--- config.mk ---
export PLATFORM = sky130hd
export DESIGN_NAME = down_counter_timer
export DESIGN_NICKNAME = d
export VERILOG_FILES = /design/src/rtl/down_counter_timer.sv
export SDC_FILE = /design/constraint.sdc
export NUM_CORES = 1
export LEC_CHECK = 0
export BUFFER_PORTS_ARGS = -buffer_cell sky130_fd_sc_hd__buf_2
export CAP_MARGIN = 20
export CORE_MARGIN = 1
export CORE_UTILIZATION = 49
export DETAILED_ROUTE_END_ITERATION = 10
export MAX_ROUTING_LAYER = met4
export PLACE_DENSITY = 0.76
export SLEW_MARGIN = 20
export SYNTH_ARGS = -nofsm -noshare
export SYNTH_HDL_FRONTEND = slang
export SYNTH_SLANG_ARGS = --single-unit
--- constraint.sdc ---
create_clock -name clk -period 2.25 [get_ports clk]
set_input_delay 0.1125 -clock clk [delete_from_list [all_inputs] [get_ports clk]]
set_output_delay 0.1125 -clock clk [all_outputs]
set_load 0.005 [all_outputs]
--- src/rtl/down_counter_timer.sv ---
// Loadable down-counter/timer: counts a reload value down to zero, pulses done,
// then either stops or reloads. Supports pause, abort (stop) and synchronous load.
module down_counter_timer #(
    parameter int               WIDTH     = 12,
    parameter logic [WIDTH-1:0] MAX_COUNT = 12'd15
) (
    input  logic             clk,
    input  logic             reset,
    input  logic             load,
    input  logic [WIDTH-1:0] load_value,
    input  logic             start,
    input  logic             stop,
    input  logic             pause,
    input  logic             auto_reload,
    output logic [WIDTH-1:0] count,
    output logic             busy,
    output logic             paused,
    output logic             done,
    output logic             zero
);

    typedef enum logic [1:0] {
        IDLE,
        RUN,
        PAUSED
    } state_t;

    state_t           state, state_nxt;
    logic [WIDTH-1:0] reload_reg, reload_nxt;
    logic [WIDTH-1:0] count_nxt;
    logic             done_nxt;

    always_ff @(posedge clk or negedge reset) begin
        if (!reset) begin
            state      <= IDLE;
            count      <= '0;
            reload_reg <= MAX_COUNT;
            done       <= 1'b0;
        end else begin
            state      <= state_nxt;
            count      <= count_nxt;
            reload_reg <= reload_nxt;
            done       <= done_nxt;
        end
    end

    // Input priority is load > stop > start > pause; done is only ever a single-cycle pulse.
    always_comb begin
        state_nxt  = state;
        count_nxt  = count;
        reload_nxt = reload_reg;
        done_nxt   = 1'b0;

        if (load) begin
            reload_nxt = load_value;
            count_nxt  = load_value;
            state_nxt  = IDLE;
        end else if (stop) begin
            state_nxt = IDLE;
        end else begin
            case (state)
                IDLE: begin
                    if (start) begin
                        if (reload_reg != '0) begin
                            count_nxt = reload_reg;
                            state_nxt = RUN;
                        end else begin
                            count_nxt = '0;
                            done_nxt  = 1'b1;
                        end
                    end
                end
                RUN: begin
                    if (pause) begin
                        state_nxt = PAUSED;
                    end else if (count == '0) begin
                        // Only reachable after an auto-reload terminal count.
                        count_nxt = reload_reg;
                    end else if (count == WIDTH'(1)) begin
                        count_nxt = '0;
                        done_nxt  = 1'b1;
                        if (!auto_reload) begin
                            state_nxt = IDLE;
                        end
                    end else begin
                        count_nxt = count - WIDTH'(1);
                    end
                end
                PAUSED: begin
                    if (!pause) begin
                        state_nxt = RUN;
                    end
                end
                default: begin
                    state_nxt = IDLE;
                end
            endcase
        end
    end

    assign busy   = (state == RUN) || (state == PAUSED);
    assign paused = (state == PAUSED);
    assign zero   = (count == '0);

endmodule

Word-level counts from Yosys, hierarchy flattened
Index checks and enable logic that the tools add are counted.
{ "op_classes": {"reduce_logical": 7, "mux": 26, "addsub": 1, "eq_ne": 12} }
{ "op_table": {"columns": ["op", "count"], "rows": [
  ["$mux 12", 7],
  ["$pmux 12 s2", 1],
  ["$mux 2", 9],
  ["$ne 5x5->1 const B", 3],
  ["$eq 12x1->1 const B", 1],
  ["$logic_not 12->1", 1],
  ["$ne 4x4->1 const B", 3],
  ["$reduce_bool 12->1", 1],
  ["$sub 12x1->12 const B", 1],
  ["$mux 1", 7],
  ["$ne 3x3->1 const B", 2],
  ["$pmux 2 s3", 1],
  ["$reduce_and 6->1", 1],
  ["$reduce_and 4->1", 1],
  ["$reduce_bool 3->1", 1],
  ["$eq 2x1->1 const B", 1],
  ["$eq 2x2->1 const B", 1],
  ["$logic_not 2->1", 1],
  ["$ne 2x2->1 const B", 1],
  ["$pmux 1 s2", 1],
  ["$logic_or 1x1->1", 1]
]} }
{ "totals": {"word_cells": 50, "regBits": 27, "input_bits": 19, "output_inout_bits": 16} }

Logic depth before layout (Yosys ltp)
Gate-level depths: netlist of run 1.
{ "depth": {"ltp_word": 7, "depth_mapped": 8, "mapped_depth_nobuf": 7} }

Worst setup path after synthesis of run 1
Ideal clock, no wire load.
{ "synth_timing": {"path_type": "register -> register", "start": "register count[0]", "end": "register count[5]", "setup_slack_ns": 0.061, "arrival_time_ns": 2.102, "n_path_buf": 1, "stages_incl_launch_ff": 8, "t_required_ns": 2.163, "setup_ns": 0.087, "cell_sequence": "dfrtp_1 inv_1 ha_1 or4b_2 o41ai_1 buf_2 a22oi_1 a22oi_1"} }
{ "synth_via": {"elab_chain_len": 7, "word_cells_on_any_way": 9} }
{ "synth_rtl": {"columns": ["element", "line", "text"], "rows": [
  ["start, declared", "15", "output logic [WIDTH-1:0] count,"],
  ["start signal, assigned", "41", "count <= count_nxt;"],
  ["$sub 12x1->12 / $eq 12x1->1 (equally long branches)", "86, 79", null],
  ["$mux 12", "79", "end else if (count == WIDTH'(1)) begin"],
  ["$mux 12 (*)", "76", "end else if (count == '0) begin"],
  ["$mux 12 (*)", "74", "if (pause) begin"],
  ["$pmux 12 s2 (*)", "61", "case (state)"],
  ["$mux 12 (*)", "58", "end else if (stop) begin"],
  ["$mux 12 (*)", "54", "if (load) begin"]
]} }
Mark *: on every way between the ends. The rest lies on a longest branch, timed or not. The select of a mux whose other input is x is not followed.
A chain may end at the register's enable or synchronous reset.

Worst setup path in the final report of run 1
{ "layout_timing": {"start": "register count[9]", "end": "output port zero"} }
{ "layout_via": {"elab_chain_len": 1} }
{ "layout_rtl": {"columns": ["element", "line", "text"], "rows": [
  ["$logic_not 12->1", "103", "assign zero = (count == '0);"],
  ["end, declared", "19", "output logic zero"]
]} }
Every way passes these cells.

==> summary.md, run 1 <==
| Metric | Value |
|---|---|
| DR vias | 1,662 |
| Startpoint Class | register |
| Initial antenna violation count | 0 |
| Largest fanout of any net on the critical path | 2 |
| Result of the run | finished clean |
| H-tree lvl count | 1 |
| Die span in y | 60.37 um |
| Worst setup slack after layout | 0.07058 ns |
| Static Leak | 0.9815 nW |
| # nets final | 256 |
| Leading cell types by total area after synthesis | sky130_fd_sc_hd__dfrtp_1 (34%), sky130_fd_sc_hd__a22oi_1 (6.3%), sky130_fd_sc_hd__dfstp_2 (6.3%) |
| RD Place Congestion | 0.9302 |
| Clock network latency to the later pin of the worst-skew pair | 0.34 ns |
| Average wire per standard cell | 17.58 um |
| Worst Setup Path Type | register to primary output |
| Synth Register Bits | 27 |
| Clock-pin slew of the registers on the worst-case setup and hold paths | 0.16 ns |
| Row count | 20 |
| Most used flip-flop cell after synthesis | sky130_fd_sc_hd__dfrtp_1 |
| Post-route minimum period | 2.179 ns |
| Max-slew violation total from the final report | 0 |
| Count of synthesis-stage warnings from yosys | 0 |
| Number of optimization iterations in the first detailed-route pass | 5 |
| Sinks on Clock Net | 27 |
| Num CTS Buffers | 3 |
| Boundary Pins | 35 |
| Die W | 60.37 um |
| Peak Freq | 458.8 MHz |
| DP Area | 2012 um2 |
| Netlist area before placement | 1669 um2 |
| Pin count of the biggest net entering global routing | 28 |
| All-layer global routing usage | 29.38% |
| Final number of setup-violating endpoints | 0 |
| Drc violations | 0 |
| Clock root buffer | sky130_fd_sc_hd__clkbuf_4 |
| Diodes inserted | 0 |
| # fillers | 265 |
| TritonCTS clock tree | built |
| Wire length of the first global-routing pass | 7596 um |
| Number of input and output port buffers inserted | 34 |
| Required time of the critical path | 2.14 ns |
| Design Area, Final | 2132 um2 |
| EDFF count, synth | 0 |
| Final non-filler cell total | 274 |
| Peak supply drop | 0.3082 mV |
| DP Worst Slack | -0.05029 ns |
| Mean area per synthesized cell | 9.593 um2 |
| Vias in the first global route | 1,578 |
| Maximum clock insertion buffer count | 2 |
| Share of the cycle needed by the critical path after routing | 96.86% |
| Worst hold slack | 0.008574 ns |
| Cells after synthesis | 174 |
| Classification of the worst-slack hold path | input pin to register |
| Final Routed Wirelength | 4817 um |
| Power consumption | 1.204 mW |
| Max-cap violations | 0 |
| Relative area change from synthesis to final layout | 27.74% |
| Worst setup EP type | primary output |
| Violation count after the first detailed-route iteration | 111 |
| Die ar. | 3644 um2 |
| Number of nets produced by synthesis | 199 |
| Register area share after synthesis | 40.78% |
| Count of endpoints failing hold in the final timing report | 0 |
| Cells after DPL | 265 |
| Routed vias/inst | 6.066 |
| Initial Utilization | 52.94% |
| Signal arrival time at the worst endpoint | 2.07 ns |
| Overflow left after global routing | 0 |
| Fraction of layout cells with a size suffix above 1 | 40.00% |
| Number of distinct standard cells referenced by the synthesized netlist | 46 |
| FFs w/ async S/R, synth | 100.0% |
| Dominant cell type by area after synthesis | sky130_fd_sc_hd__dfrtp_1 |
| Relative slew slack | 57.02% |
| Slew of the pin with the lowest slew margin | 0.6446 ns |
| Power Dens Cells | 564.7 nW/um2 |
| Antenna-violating nets left | 0 |
| DP HPWL | 3520 um |
| Maximum clock skew at final layout | 0.02222 ns |
| Area share of the leading cell type in the synthesized netlist | 34.48% |
| Core ar. | 3153 um2 |
-- per-stage QoR --
stage,TNS [ns],util [%]
after floorplan,0,-
after global placement,0,63.81
after detailed placement,-0.1251,63.81
after CTS,0,65.67
after global routing,-0.004546,67.62
final,0,67.62
-- routing by layer --
metal	up-vias	part of all wire, %	global-route usage [%]
met3	4	5.6	2.132
met2	67	50	47.25
met5	-	0	-
met1	820	44	40.30
li1	771	-	-
met4	0	0.64	7.309
-- repair_timing --
| action | 4_1_cts | 5_1_grt |
|---|---|---|
| hold endpoints to repair | 24 | 0 |
| hold buffers | 2 | 0 |
| pin swaps | 0 | 6 |
| resized for setup | 2 | 11 |
| setup endpoints to repair | 8 | 11 |
| buffers inserted | 0 | 2 |
| cloned | 0 | 1 |
-- where the power goes --
part           leakage [nW]  internal [mW]  switching (mW)
combinational         0.641          0.188           0.201
clock                0.0177         0.0668           0.150
sequential            0.323          0.542          0.0564
total                 0.982          0.797           0.407
-- cells in the final DEF (no fill, tap or decap), drive strengths merged, types with 3 or more instances in the layout --
cell type / Yosys / final
or4: 4 / 4
a22oi: 14 / 14
nor4: 8 / 8
or2: 3 / 3
nand2: 10 / 10
dfstp: 4 / 4
and2: 4 / 4
nor3: 5 / 5
ha: 6 / 6
o21ai: 18 / 18
a21oi: 6 / 6
inv: 11 / 11
xor2: 3 / 3
a21o: 3 / 3
mux2: 8 / 8
buf: 4 / 58
nor2: 6 / 6
o31ai: 3 / 3
clkbuf: 4 / 3
dfrtp: 23 / 23
-- logic make-up after synthesis --
logic type	synth area share (%)
AOI/OAI and AO/OA	23.99
and+or+nand+nor	17.24
DFF	40.78
buffers and inverters	4.872
muxes	5.997
adders and majority gates	4.498
xor gates and xnor gates	2.624
-- synthesized netlist by cell type, drive strengths merged (2+ instances only) --
cell type and instances:
a211oi 2, a21o 3, a21oi 6, a22oi 14
and2 4, buf 4, clkbuf 4, dfrtp 23
dfstp 4, ha 6, inv 11, mux2 8
nand2 10, nand3 2, nor2 6, nor3 5
nor4 8, o21ai 18, o31ai 3, o32a 2
or2 3, or3b 2, or4 4, xnor2 2
xor2 3
-- critical path, cell delays in order (launching register included) --
cell and delay (ns):
sky130_fd_sc_hd__dfrtp_1 0.45, sky130_fd_sc_hd__or4_4 0.58, sky130_fd_sc_hd__nor4_4 0.31, sky130_fd_sc_hd__buf_4 0.16, sky130_fd_sc_hd__and2_2 0.13, sky130_fd_sc_hd__buf_2 0.10
-- worst paths after layout --
check	from	end	slack [ns]	cells past startpoint
max	count[9]	zero	0.07	5
min	load_value[7]	reload_reg[7]	0.009	3
max reg2reg	count[6]	count[11]	0.10	6
min reg2reg	reload_reg[2]	reload_reg[2]	0.52	2
max in group asynchronous	reset	count[3]	1.46	2
min in group asynchronous	reset	state[1]	0.30	2
-- final cells by class --
cell class	instances	area [um2]	area share, %
inverters	11	41.29	1.937
clock inverters	1	5.005	0.2347
multi-input cells	128	957.2	44.89
flip-flops and latches	27	683.2	32.04
well taps	44	55.05	2.582
clock buffers	3	22.52	1.056
repair buffers	60	367.9	17.25
(Power assumes the default switching activity.)
==> inputs of run 2 (changes only) <==
Settings changed: ABC_AREA set to 1, CORE_UTILIZATION 49 to 50, PLACE_DENSITY 0.76 to 0.86.
==> summary.md, run 2 <==
| Metric | Value |
|---|---|
| Sinks on Clock Net | 27 (unchanged) |
| # fillers | 325 (+23%) |
| Maximum clock insertion buffer count | 2 (unchanged) |
| Global routing usage on met2 | 42.47% (-4.8 points) |
| Boundary Pins | 35 (unchanged) |
| Pin count of the biggest net entering global routing | 28 (unchanged) |
| Wire length of the first global-routing pass | 7769 um (+2.3%) |
| Die ar. | 3974 um2 (+9.1%) |
| Synth Register Bits | 27 (unchanged) |
| Crit. Startpoint | state[1] |
| Leading cell type in the layout, fill and taps excluded | sky130_fd_sc_hd__nand2_1 |
| Final Routed Wirelength | 4497 um (-6.6%) |
| Worst Setup Path Type | register to register |
| Result of the run | finished clean |
| Clock-pin slew of the registers on the worst-case setup and hold paths | 0.10 ns (-0.06 ns) |
| Share of the cycle needed by the critical path after routing | 81.95% (-15 points) |
| TritonCTS clock tree | built |
| R2R setup slack | 0.41 ns (+0.31 ns) |
| Max-cap violations | 0 (unchanged) |
| Cells after synthesis | 269 (+55%) |
| FFs w/ async S/R, synth | 100.0% (unchanged) |
| DR vias | 1,826 (+9.9%) |
| Netlist area before placement | 1863 um2 (+12%) |
| Peak Freq | 542.4 MHz (+18%) |
| Average wire per standard cell | 12.81 um (-27%) |
| DP Worst Slack | 0.4325 ns (+0.4828 ns) |
| Antenna-violating nets left | 0 (unchanged) |
| Register area share after synthesis | 36.53% (-4.2 points) |
| Power Dens Cells | 589.8 nW/um2 (+4.4%) |
| Final non-filler cell total | 351 (+28%) |
| Required time of the critical path | 2.42 ns (+0.28 ns) |
| Core ar. | 3442 um2 (+9.2%) |
| Largest fanout of any net on the critical path | 11 (+9) |
| Area share of the leading cell type in the synthesized netlist | 30.89% (-3.6 points) |
| Slew of the pin with the lowest slew margin | 0.6253 ns (-0.01935 ns) |
| Fraction of layout cells with a size suffix above 1 | 20.33% (-20 points) |
| Initial Utilization | 54.13% (+1.2 points) |
| Violation count after the first detailed-route iteration | 121 (+9.0%) |
| Number of optimization iterations in the first detailed-route pass | 4 (-1) |
| Cells after DPL | 346 (+31%) |
| Worst hold slack | 0.03641 ns (+0.02784 ns) |
| Drc violations | 0 (unchanged) |
| Num CTS Buffers | 3 (unchanged) |
| Worst setup slack after layout | 0.4062 ns (+0.3356 ns) |
| Met1 track utilization from global routing | 31.95% (-8.3 points) |
| Count of endpoints failing hold in the final timing report | 0 (unchanged) |
| Worst hold path startpoint | load_value[3] |
| Static Leak | 1.149 nW (+17%) |
| Routed vias/inst | 5.202 (-14%) |
| # nets final | 331 (+29%) |
| Vias in the first global route | 1,725 (+9.3%) |
| Most utilized layer in the global route result | met2 |
| Most repeated cell in the gate-level netlist after synthesis | sky130_fd_sc_hd__nand2_1 |
| Number of post-CTS setup repair buffers | 0 (unchanged) |
| Startpoint Class | register |
| Initial antenna violation count | 0 (unchanged) |
| Number of input and output port buffers inserted | 34 (unchanged) |
| Die span in y | 63.04 um (+4.4%) |
| EDFF count, synth | 0 (unchanged) |
| Dominant cell type by area after synthesis | sky130_fd_sc_hd__dfrtp_1 |
| Most used flip-flop cell after synthesis | sky130_fd_sc_hd__dfrtp_1 |
| Global-route track usage on met3 | 2.737% (+0.61 points) |
| Row count | 21 (+5.0%) |
| Critical R2R Launch | state[1] |
| H-tree lvl count | 1 (unchanged) |
| All-layer global routing usage | 25.78% (-3.6 points) |
| Clock network latency to the later pin of the worst-skew pair | 0.28 ns (-0.06 ns) |
| Signal arrival time at the worst endpoint | 2.01 ns (-0.06 ns) |
| Maximum clock skew at final layout | 0.002473 ns (-0.01975 ns) |
| Leading cell types by total area after synthesis | sky130_fd_sc_hd__dfrtp_1 (31%), sky130_fd_sc_hd__nand2_1 (17%), sky130_fd_sc_hd__nor2_1 (9.1%) |
| Diodes inserted | 0 (unchanged) |
| Count of synthesis-stage warnings from yosys | 0 (unchanged) |
| Most frequent cells after synthesis | sky130_fd_sc_hd__nand2_1 (83), sky130_fd_sc_hd__nor2_1 (45), sky130_fd_sc_hd__inv_1 (27) |
| Max-slew violation total from the final report | 0 (unchanged) |
| Post-route setup TNS | 0 ns (unchanged) |
| Die W | 63.04 um (+4.4%) |
| Mean area per synthesized cell | 6.926 um2 (-28%) |
| Relative slew slack | 58.31% (+1.3 points) |
| Leading cell types in the layout, fill and taps excluded | sky130_fd_sc_hd__nand2_1 (83), sky130_fd_sc_hd__nor2_1 (45), sky130_fd_sc_hd__buf_2 (34) |
| Unrepaired setup endpoints after global routing | no |
| Final number of setup-violating endpoints | 0 (unchanged) |
| Number of distinct standard cells referenced by the synthesized netlist | 29 (-37%) |
| Design Area, Final | 2135 um2 (+0.12%) |
| DP Area | 2079 um2 (+3.4%) |
| Post-route minimum period | 1.844 ns (-0.3356 ns) |
| Overflow left after global routing | 0 (unchanged) |
| RD Place Congestion | 0.9280 (-0.24%) |
| Worst setup EP type | register |
| Power consumption | 1.259 mW (+4.6%) |
| Classification of the worst-slack hold path | input pin to register |
| Relative area change from synthesis to final layout | 14.57% |
| Clock root buffer | sky130_fd_sc_hd__clkbuf_8 |
| Peak supply drop | 0.2776 mV (-9.9%) |
| Number of nets produced by synthesis | 294 (+48%) |
| Core occupancy in the finished layout | 62.01% (-5.6 points) |
| DP HPWL | 3340 um (-5.1%) |
run 2: path summary, 6_finish.rpt:
kind,to,cells after the start
worst max-delay path,count[7],10
worst min-delay path,reload_reg[3],3
worst max register to register,count[7],10
worst min register to register,reload_reg[3],2
max in group asynchronous,done,2
min in group asynchronous,state[0],2
run 2: final cells by class:
cell class                      instances  area (um2)  share of cell area [%]
Inverter                               31       116.4                   5.451
Clock buffer                            4       45.04                   2.110
Timing Repair Buffer                   38       202.7                   9.496
Tap cell                               46       57.56                   2.696
Sequential cell                        27       680.7                   31.89
Multi-Input combinational cell        205        1032                   48.36
run 2: critical path, stage by stage (launching register included):
cell	delay, ns
sky130_fd_sc_hd__dfrtp_1	0.41
sky130_fd_sc_hd__inv_1	0.09
sky130_fd_sc_hd__ha_1	0.21
sky130_fd_sc_hd__inv_1	0.11
sky130_fd_sc_hd__a21oi_1	0.14
sky130_fd_sc_hd__nand2_1	0.09
sky130_fd_sc_hd__nand2_1	0.18
sky130_fd_sc_hd__buf_4	0.23
sky130_fd_sc_hd__nand2_1	0.07
sky130_fd_sc_hd__a21oi_1	0.13
sky130_fd_sc_hd__a21oi_1	0.09
run 2: metal layers:
layer	up-vias	wire, um
met5	-	0
met4	0	97
met3	10	231
met2	67	2171
met1	841	1997
li1	908	-
run 2: cell families (layout without fill, tap and decap cells):
group	after synthesis	after routing	share of synthesized area, %
compound gates	35	35	10.61
xor+xnor	6	6	2.821
fa+ha+maj	6	6	4.029
buf+inv	37	73	8.058
flops	27	27	36.53
simple gates	158	158	37.95
run 2: power breakdown:
part | internal [mW] | switching (mW) | total [mW]
clock network | 0.127 | 0.160 | 0.288
registers | 0.542 | 0.0663 | 0.608
logic | 0.139 | 0.224 | 0.363
run 2: timing repair:
action | CTS | global route
gates resized for setup | 0 | 0
endpoints found under the hold margin | 23 | 0
hold buffers | 1 | 0
